$ cat config.mk
export PLATFORM = sky130hd
export DESIGN_NAME = cache_perf_counters
export DESIGN_NICKNAME = d
export VERILOG_FILES = /design/src/rtl/cache_perf_counters.sv
export SDC_FILE = /design/constraint.sdc
export NUM_CORES = 1
export LEC_CHECK = 0
export BUFFER_PORTS_ARGS = -buffer_cell sky130_fd_sc_hd__buf_2
export CAP_MARGIN = 15
export CORE_MARGIN = 3
export CORE_UTILIZATION = 60
export DETAILED_ROUTE_END_ITERATION = 7
export PLACE_DENSITY = 0.82
export SLEW_MARGIN = 15
export SYNTH_ARGS = -nofsm -noshare
export SYNTH_HDL_FRONTEND = slang
export SYNTH_SLANG_ARGS = --single-unit
$ cat constraint.sdc
create_clock -name clk -period 6.5 [get_ports clk]
set_clock_uncertainty 0.1 [all_clocks]
set_input_delay 0.325 -clock clk [delete_from_list [all_inputs] [get_ports clk]]
set_output_delay 0.325 -clock clk [all_outputs]
set_load 0.02 [all_outputs]
$ cat src/rtl/cache_perf_counters.sv
// Five live event counters with sticky overflow flags, plus a set of published
// snapshot registers refreshed on demand or by an optional periodic sample timer.
module cache_perf_counters #(
    parameter int XLEN          = 32,
    parameter int SATURATE      = 1,
    parameter int SAMPLE_PERIOD = 0
) (
    input  logic            clk,
    input  logic            reset_n,
    input  logic            count_en,
    input  logic            clear,
    input  logic            snapshot,
    input  logic            ev_read,
    input  logic            ev_write,
    input  logic            ev_hit,
    input  logic            ev_miss,
    input  logic            ev_writeback,
    output logic [XLEN-1:0] hit_value,
    output logic [XLEN-1:0] miss_value,
    output logic [XLEN-1:0] read_value,
    output logic [XLEN-1:0] write_value,
    output logic [XLEN-1:0] writeback_value,
    output logic [4:0]      overflow,
    output logic            proto_err
);
    localparam int NUM_CTR = 5;

    logic [NUM_CTR-1:0]           ev;
    logic [NUM_CTR-1:0]           inc;
    logic                         take;
    logic                         auto_snap;
    logic [NUM_CTR-1:0][XLEN-1:0] pub;
    logic [NUM_CTR-1:0]           ovf;
    logic                         proto_q, proto_d;

    // Lane order matches the overflow bit order.
    assign ev   = {ev_writeback, ev_write, ev_read, ev_miss, ev_hit};
    assign inc  = ev & {NUM_CTR{count_en & ~clear}};
    assign take = snapshot | auto_snap;

    generate
        if (SAMPLE_PERIOD > 0) begin : g_timer
            localparam logic [15:0] TERM = 16'(SAMPLE_PERIOD - 1);
            logic [15:0] tmr_q, tmr_d;
            logic        tmr_hit;

            assign tmr_hit   = count_en & (tmr_q == TERM);
            // A clear in the terminal cycle suppresses the automatic snapshot.
            assign auto_snap = tmr_hit & ~clear;

            always_comb begin
                tmr_d = tmr_q;
                if (clear)         tmr_d = '0;
                else if (tmr_hit)  tmr_d = '0;
                else if (count_en) tmr_d = tmr_q + 16'd1;
            end

            always_ff @(posedge clk or negedge reset_n) begin
                if (!reset_n) tmr_q <= '0;
                else          tmr_q <= tmr_d;
            end
        end else begin : g_no_timer
            assign auto_snap = 1'b0;
        end
    endgenerate

    for (genvar g = 0; g < NUM_CTR; g++) begin : g_lane
        logic [XLEN-1:0] cnt_q, cnt_d;
        logic [XLEN-1:0] pub_q, pub_d;
        logic            ovf_q, ovf_d;

        always_comb begin
            cnt_d = cnt_q;
            ovf_d = ovf_q;
            // Published copy takes the value from before this cycle's increment.
            pub_d = take ? cnt_q : pub_q;
            if (clear) begin
                cnt_d = '0;
                ovf_d = 1'b0;
            end else if (inc[g]) begin
                if (&cnt_q) begin
                    ovf_d = 1'b1;
                    cnt_d = (SATURATE != 0) ? cnt_q : '0;
                end else begin
                    cnt_d = cnt_q + XLEN'(1);
                end
            end
        end

        always_ff @(posedge clk or negedge reset_n) begin
            if (!reset_n) begin
                cnt_q <= '0;
                pub_q <= '0;
                ovf_q <= 1'b0;
            end else begin
                cnt_q <= cnt_d;
                pub_q <= pub_d;
                ovf_q <= ovf_d;
            end
        end

        assign pub[g] = pub_q;
        assign ovf[g] = ovf_q;
    end

    always_comb begin
        proto_d = proto_q;
        if (clear)
            proto_d = 1'b0;
        else if (count_en && ((ev_hit && ev_miss) || (ev_read && ev_write)))
            proto_d = 1'b1;
    end

    always_ff @(posedge clk or negedge reset_n) begin
        if (!reset_n) proto_q <= 1'b0;
        else          proto_q <= proto_d;
    end

    assign hit_value       = pub[0];
    assign miss_value      = pub[1];
    assign read_value      = pub[2];
    assign write_value     = pub[3];
    assign writeback_value = pub[4];
    assign overflow        = ovf;
    assign proto_err       = proto_q;
endmodule

==> results.ini, run 1 <==
[sta]
max_freq_ghz=0.3108
hold_violations=0
setup_viol=0
tightest_slew_ns=1.051
slew_viol_final=0
period_needed_ns=3.217
rsz0062_at_grt=false
postLayoutSetupSlackWorst_ns=3.283
period_share_pct=49.49
relSlewSlack_pct=29.48
finalSetupTns_ns=0

[clocking]
clk_path_buf_depth=3
cts_tree=yes
post_cts_buffers=0
clock_sinks=326
clk_pin_slew_ns=0.06
numCtsBuffers=34
worstSkewPairLatency_ns=0.50
h-tree-depth=2
cts-root-buf=clkbuf_16

[placed_design]
port_buffers=175
hpwlAfterDp_mm=21.43
globalplace.congestion=0.8353
dp.cells=1791
post-place-ws_ns=3.142
dpl_cell_area_um2=16120

[logic_synthesis]
synth_edf_count=0
synth_area_leaders=dfrtp_1 (54%), mux2_2 (14%), a21oi_1 (3.9%)
ys_seq_area_share_pct=54.14
synth_flop_cell=dfrtp_1
synth.distinct_cells=49
synth_nets=1377
syn_area_um2=15070
ys.warnings.count=0
yosysTopAreaCell=dfrtp_1
synth_top_area_share_pct=54.14
synth_cells=1362
syn_avg_cell_area_um2=11.06
synthArstFlopShare_pct=100.0
ys_ff_latch=326

[cells_and_area]
layout_commonest_cell=dfrtp_1
fillers=1783
multi_input_area_um2=6509
register_area_um2=8158
finalNetCount=1520
area_delta_synth_final_pct=15.60
final_cell_mix=dfrtp_1 (326), mux2_2 (183), buf_2 (172)
diodes=0
fin_cells=1855
finalInstanceArea_um2=17420
drive_gt1_share_pct=29.00

[pwr]
power.total_mw=4.336
power_density_nw_per_um2=248.9
peakVddDrop_mv=0.1854
power.static_leakage_nw=8.010

[worst_setup_path]
cp.arrival_ns=3.50
cpPeakStageDelay_ns=1.00
crit_buf_inv=0
setup.worst_path.start_class=register
reg2reg_depth=6
cpMaxStageDelayCell=o31ai_2
crit_family=compound AO/OA/AOI/OAI gates
critPathCaptureType=register
crit_cells=6
critPathKind=register to register
crit_fanout=19
cp_cell_sequence=ha_1, nand3_1, or3_1, o31ai_2, nor4_1, mux2_2
worstPathRequired_ns=6.78
startpoint=g_lane[2].cnt_q[0]
timing.rr.start=g_lane[2].cnt_q[0]

[routing]
postRouteWirelength_mm=33.14
route.detailed.drc=0
route.vias.total=11600
drtPass1Iterations=5
drt-initial-drc-count=833
ant_nets=0
vias_per_cell=6.255
avgRoutedWirePerCell_um=17.87

[floorplan]
pin_count=176
dieArea_um2=27050
die_x_um=164.5
chipHeight_um=164.5
initial_core_util_pct=61.41
coreArea_um2=24530
rows=57

[grt]
grt_pass1_vias=10900
grt_max_degree=168
grt_pass1_wl_mm=54.57
antenna_found_initial=0
overflow=0
grt_use_total_pct=24.38

[job]
drv_cap=0

[hold_path]
hp-class=input pin to register
hold_start=ev_read
min_path_cells=4

[run_status]
status=finished clean

[kinds of logic (layout without fill, tap and decap cells)]
group / after synthesis / after routing / share of synthesized area (%)
mux: 191 / 191 / 14.23
buf+inv: 103 / 272 / 2.840
xor+xnor: 11 / 11 / 0.6395
flops: 326 / 326 / 54.14
fa+ha+maj: 5 / 5 / 0.4152
compound gates: 253 / 253 / 10.06
simple gates: 473 / 473 / 17.68
[worst paths after layout]
path | to | slack (ns)
max in group asynchronous | g_lane[4].cnt_q[28] | 4.58
min reg2reg | g_lane[0].ovf_q | 0.40
max reg2reg | g_lane[2].cnt_q[20] | 3.28
min in group asynchronous | miss_value[1] | 0.30
min | proto_err | 0.14
max | g_lane[2].cnt_q[20] | 3.28
[power breakdown]
part | internal (mW) | total [mW] | switching [mW]
combinational | 0.0413 | 0.159 | 0.118
sequential | 2.04 | 2.05 | 0.00900
clock | 1.35 | 2.13 | 0.781
[synthesized netlist by cell type, types with 6 or more instances]
master,n
dfrtp_1,326
mux2_2,183
a21oi_1,116
nor2_1,70
or4_1,68
nand2_1,67
o31ai_1,61
clkbuf_1,60
or3_1,60
nand3_1,54
o21ai_0,53
nand4_1,43
inv_1,26
nor4_1,26
nor2b_1,24
nor3_1,17
and4_1,13
and3_1,12
buf_2,8
buf_4,8
xor2_1,8
mux2i_1,6
[per-stage QoR]
stage | utilization (%) | hold WS [ns]
finish | 70.99 | 0.1363
global placement | 65.70 | 0.2597
global route | 70.99 | 0.1509
CTS | 70.89 | 0.1049
detailed placement | 65.70 | 0.2580
floorplan | - | -0.07059
[flip-flops by register name, indices dropped and copies added (netlist names)]
| register | cells |
|---|---|
| g_lane.ovf_q | 5 |
| g_lane.cnt_q | 160 |
| hit_value | 32 |
| miss_value | 32 |
| proto_err | 1 |
| writeback_value | 32 |
| write_value | 32 |
| read_value | 32 |
[worst reg2reg max path, stage by stage, from the launching register on]
cell	delay (ns)
dfrtp_1	0.45
ha_1	0.23
nand3_1	0.18
or3_1	0.69
o31ai_2	1.01
nor4_1	0.13
mux2_2	0.31
[routing by layer]
layer	up-vias	share of wire [%]	track usage (%)
met5	-	0	0
met4	0	2.7	7.854
met2	369	48	39.18
met1	5773	43	34.41
li1	5402	-	-
met3	59	6.0	3.837
[area by class of cell]
cell class,instances,area share [%]
clock buffer,51,6.193
multi-input combinational,933,37.37
inverter,26,0.5603
tap,324,2.328
clock inverter,11,1.056
timing repair buffer,184,5.654
sequential,326,46.84
[what timing repair did]
item	CTS	global route
resized for setup	0	0
hold buffers	1	0
endpoints found under the hold margin	81	0
Note: power is estimated with default switching activity, not from simulation.
==> inputs of run 2 (changes only) <==
Settings changed: ABC_AREA set to 1, CORE_UTILIZATION 60 to 54, PLACE_DENSITY 0.82 to 0.77.
Clock period 6.5 ns to 2.8 ns, I/O delays scaled along.
==> results.ini, run 2 <==
[run_status]
status=finished clean

[worst_setup_path]
cp_cell_sequence=ha_1, nand2_1, nor2_4, nand2_2, nor2_4, nand3_2, nand3_2, buf_4, o21ai_2
cp.arrival_ns=2.53  ; -0.97 ns
critPathCaptureType=register
reg2reg_slack_ns=0.56  ; -2.72 ns
reg2reg_depth=9  ; +3
crit_buf_inv=1  ; +1
crit_fanout=23  ; +4
r2r_end=g_lane[3].cnt_q[20]
worstPathRequired_ns=3.09  ; -3.69 ns
crit_cells=9  ; +3
timing.rr.start=g_lane[3].cnt_q[1]
cpPeakStageDelay_ns=0.40  ; -0.60 ns
critPathKind=register to register
setup.worst_path.start_class=register
cpMaxStageDelayCell=nand3_2
crit_family=simple AND/OR/NAND/NOR gates

[routing]
avgRoutedWirePerCell_um=15.44  ; -14%
route.vias.total=14190  ; +22%
drt-initial-drc-count=1258  ; +51%
postRouteWirelength_mm=41.06  ; +24%
vias_per_cell=5.337  ; -15%
route.detailed.drc=0  ; unchanged
drtPass1Iterations=6  ; +1
ant_nets=0  ; unchanged

[cells_and_area]
largest-register=g_lane.cnt_q
fin_util_pct=62.65  ; -8.3 points
final_cell_mix=nand2_1 (658), dfrtp_1 (326), nor2_1 (316)
drive_gt1_share_pct=18.25  ; -11 points
largest_reg_flops=160  ; unchanged
layout_commonest_cell=nand2_1
fin_cells=2659  ; +43%
area_delta_synth_final_pct=14.15
diodes=0  ; unchanged
finalNetCount=2255  ; +48%

[grt]
grt_use_total_pct=24.84  ; +0.46 points
grt_max_degree=71  ; -58%
antenna_found_initial=0  ; unchanged
grt_pass1_wl_mm=68.91  ; +26%
grt_pass1_vias=13770  ; +26%
overflow=0  ; unchanged

[sta]
setup_viol=0  ; unchanged
relSlewSlack_pct=56.67  ; +27 points
finalSetupTns_ns=0  ; unchanged
rsz0062_at_grt=false
tightest_slew_ns=0.6476  ; -0.4039 ns
period_needed_ns=2.242  ; -0.9755 ns
period_share_pct=80.06  ; +31 points
slew_viol_final=0  ; unchanged
hold_violations=0  ; unchanged
max_freq_ghz=0.4461  ; +44%

[logic_synthesis]
synth_edf_count=0  ; unchanged
yosys.area_share.simple_pct=28.64  ; +11 points
synthAdderAreaFrac_pct=0.3717  ; -0.044 points
ys.warnings.count=0  ; unchanged
ys_seq_area_share_pct=48.47  ; -5.7 points
synthArstFlopShare_pct=100.0  ; unchanged
synth_nets=2078  ; +51%
ys_top_cells_by_count=nand2_1 (658), dfrtp_1 (326), nor2_1 (316)
synth_top_area_share_pct=48.47  ; -5.7 points
yosysTopAreaCell=dfrtp_1
muxShareOfSynthArea_pct=5.620  ; -8.6 points
syn_avg_cell_area_um2=8.159  ; -26%
post-synth-top-count-cell=nand2_1
synth_flop_cell=dfrtp_1
synthXorXnorAreaFrac_pct=3.382  ; +2.7 points
ys_ff_latch=326  ; unchanged
synth_area_leaders=dfrtp_1 (48%), nand2_1 (15%), nor2_1 (7.0%)
synth_compound_area_share_pct=7.589  ; -2.5 points
synth.distinct_cells=37  ; -24%
synth_cells=2063  ; +51%
syn_area_um2=16830  ; +12%
synth_top_family_by_area=simple AND/OR/NAND/NOR gates

[placed_design]
port_buffers=175  ; unchanged
globalplace.congestion=0.9484  ; +14%
hpwlAfterDp_mm=29.48  ; +38%
dp.cells=2589  ; +45%

[pwr]
power.total_mw=10.28  ; +140%
power.static_leakage_nw=9.045  ; +13%
peakVddDrop_mv=0.4204  ; +130%
power_density_nw_per_um2=535.1  ; +110%

[job]
drv_cap=0  ; unchanged

[clocking]
cts-root-buf=clkbuf_16
clock_sinks=326  ; unchanged
numCtsBuffers=36  ; +5.9%
cts_tree=yes
h-tree-depth=2  ; unchanged
worstSkewPairLatency_ns=0.52  ; +0.02 ns
clk_pin_slew_ns=0.06  ; about the same
clk_path_buf_depth=3  ; unchanged
post_cts_buffers=0  ; unchanged

[floorplan]
dieArea_um2=33330  ; +23%
die_x_um=182.6  ; +11%
rows=64  ; +12%
coreArea_um2=30670  ; +25%
initial_core_util_pct=54.88  ; -6.5 points
chipHeight_um=182.6  ; +11%
pin_count=176  ; unchanged

[hold_path]
hp-class=input pin to asynchronous set/reset pin

run 2: cell count changes in the layout (fill, tap and decap cells not counted), sizes merged, moves of 30 or more:
cell / previous run / this run
nand3: 55 / 121
or3: 60 / 0
nor2: 70 / 331
xor2: 8 / 38
o21ai: 53 / 130
o31ai: 64 / 0
nand2: 67 / 675
or4: 68 / 0
inv: 26 / 146
mux2: 185 / 84
nand4: 43 / 10
run 2: cell type report:
class                           count  area, µm²
Clock buffer                       53       1097
Clock inverter                      8      61.31
Fill cell                        2659      11450
Inverter                          145      544.3
Multi-Input combinational cell   1529       7676
Sequential cell                   326       8158
Tap cell                          396      495.5
Timing Repair Buffer              202       1182
run 2: timing repair:
action / CTS / global route
hold buffers: 9 / 0
hold endpoints to repair: 146 / 0
resized for setup: 0 / 0
run 2: per-layer routing:
| layer | part of all wire, % | up-vias | global-route usage [%] | wire length, µm |
|---|---|---|---|---|
| met4 | 2.6 | 0 | 7.038 | 1048 |
| met5 | 0 | - | 0 | 0 |
| met2 | 47 | 426 | 40.82 | 19300 |
| li1 | - | 6914 | - | - |
| met1 | 44 | 6769 | 34.46 | 18230 |
| met3 | 6.0 | 82 | 3.827 | 2477 |
run 2: worst max path at each step:
stage | slack, ns | endpoint | startpoint
2_1_floorplan | 1.04 | g_lane[2].cnt_q[10] | g_lane[2].cnt_q[1]
3_3_place_gp | 0.65 | g_lane[3].cnt_q[19] | g_lane[3].cnt_q[0]
3_5_place_dp | 0.55 | g_lane[3].cnt_q[23] | g_lane[3].cnt_q[1]
4_1_cts | 0.53 | g_lane[3].cnt_q[20] | g_lane[3].cnt_q[1]
5_1_grt | 0.32 | g_lane[3].cnt_q[31] | g_lane[3].cnt_q[1]
6_report | 0.56 | g_lane[3].cnt_q[20] | g_lane[3].cnt_q[1]
run 2: metrics by stage:
step | area, µm² | hold slack [ns] | setup WS (ns)
3_3_place_gp | 17970 | 0.03198 | 0.6454
2_1_floorplan | 16830 | -0.2556 | 1.044
3_5_place_dp | 17970 | 0.03450 | 0.5485
6_report | 19210 | 0.07898 | 0.5584
5_1_grt | 19210 | 0.09811 | 0.3211
4_1_cts | 19210 | 0.07908 | 0.5299
run 2: power breakdown:
part	internal [mW]	switching [mW]
logic	0.225	0.535
clock network	2.72	1.87
registers	4.84	0.0937
total	7.78	2.50
run 2: kinds of logic (layout without fill, tap and decap cells):
family / count (synthesis) / in the layout
compound gates: 227 / 227
xor+xnor: 65 / 65
fa+ha+maj: 5 / 5
buf+inv: 208 / 408
flops: 326 / 326
mux: 84 / 84
simple gates: 1148 / 1148
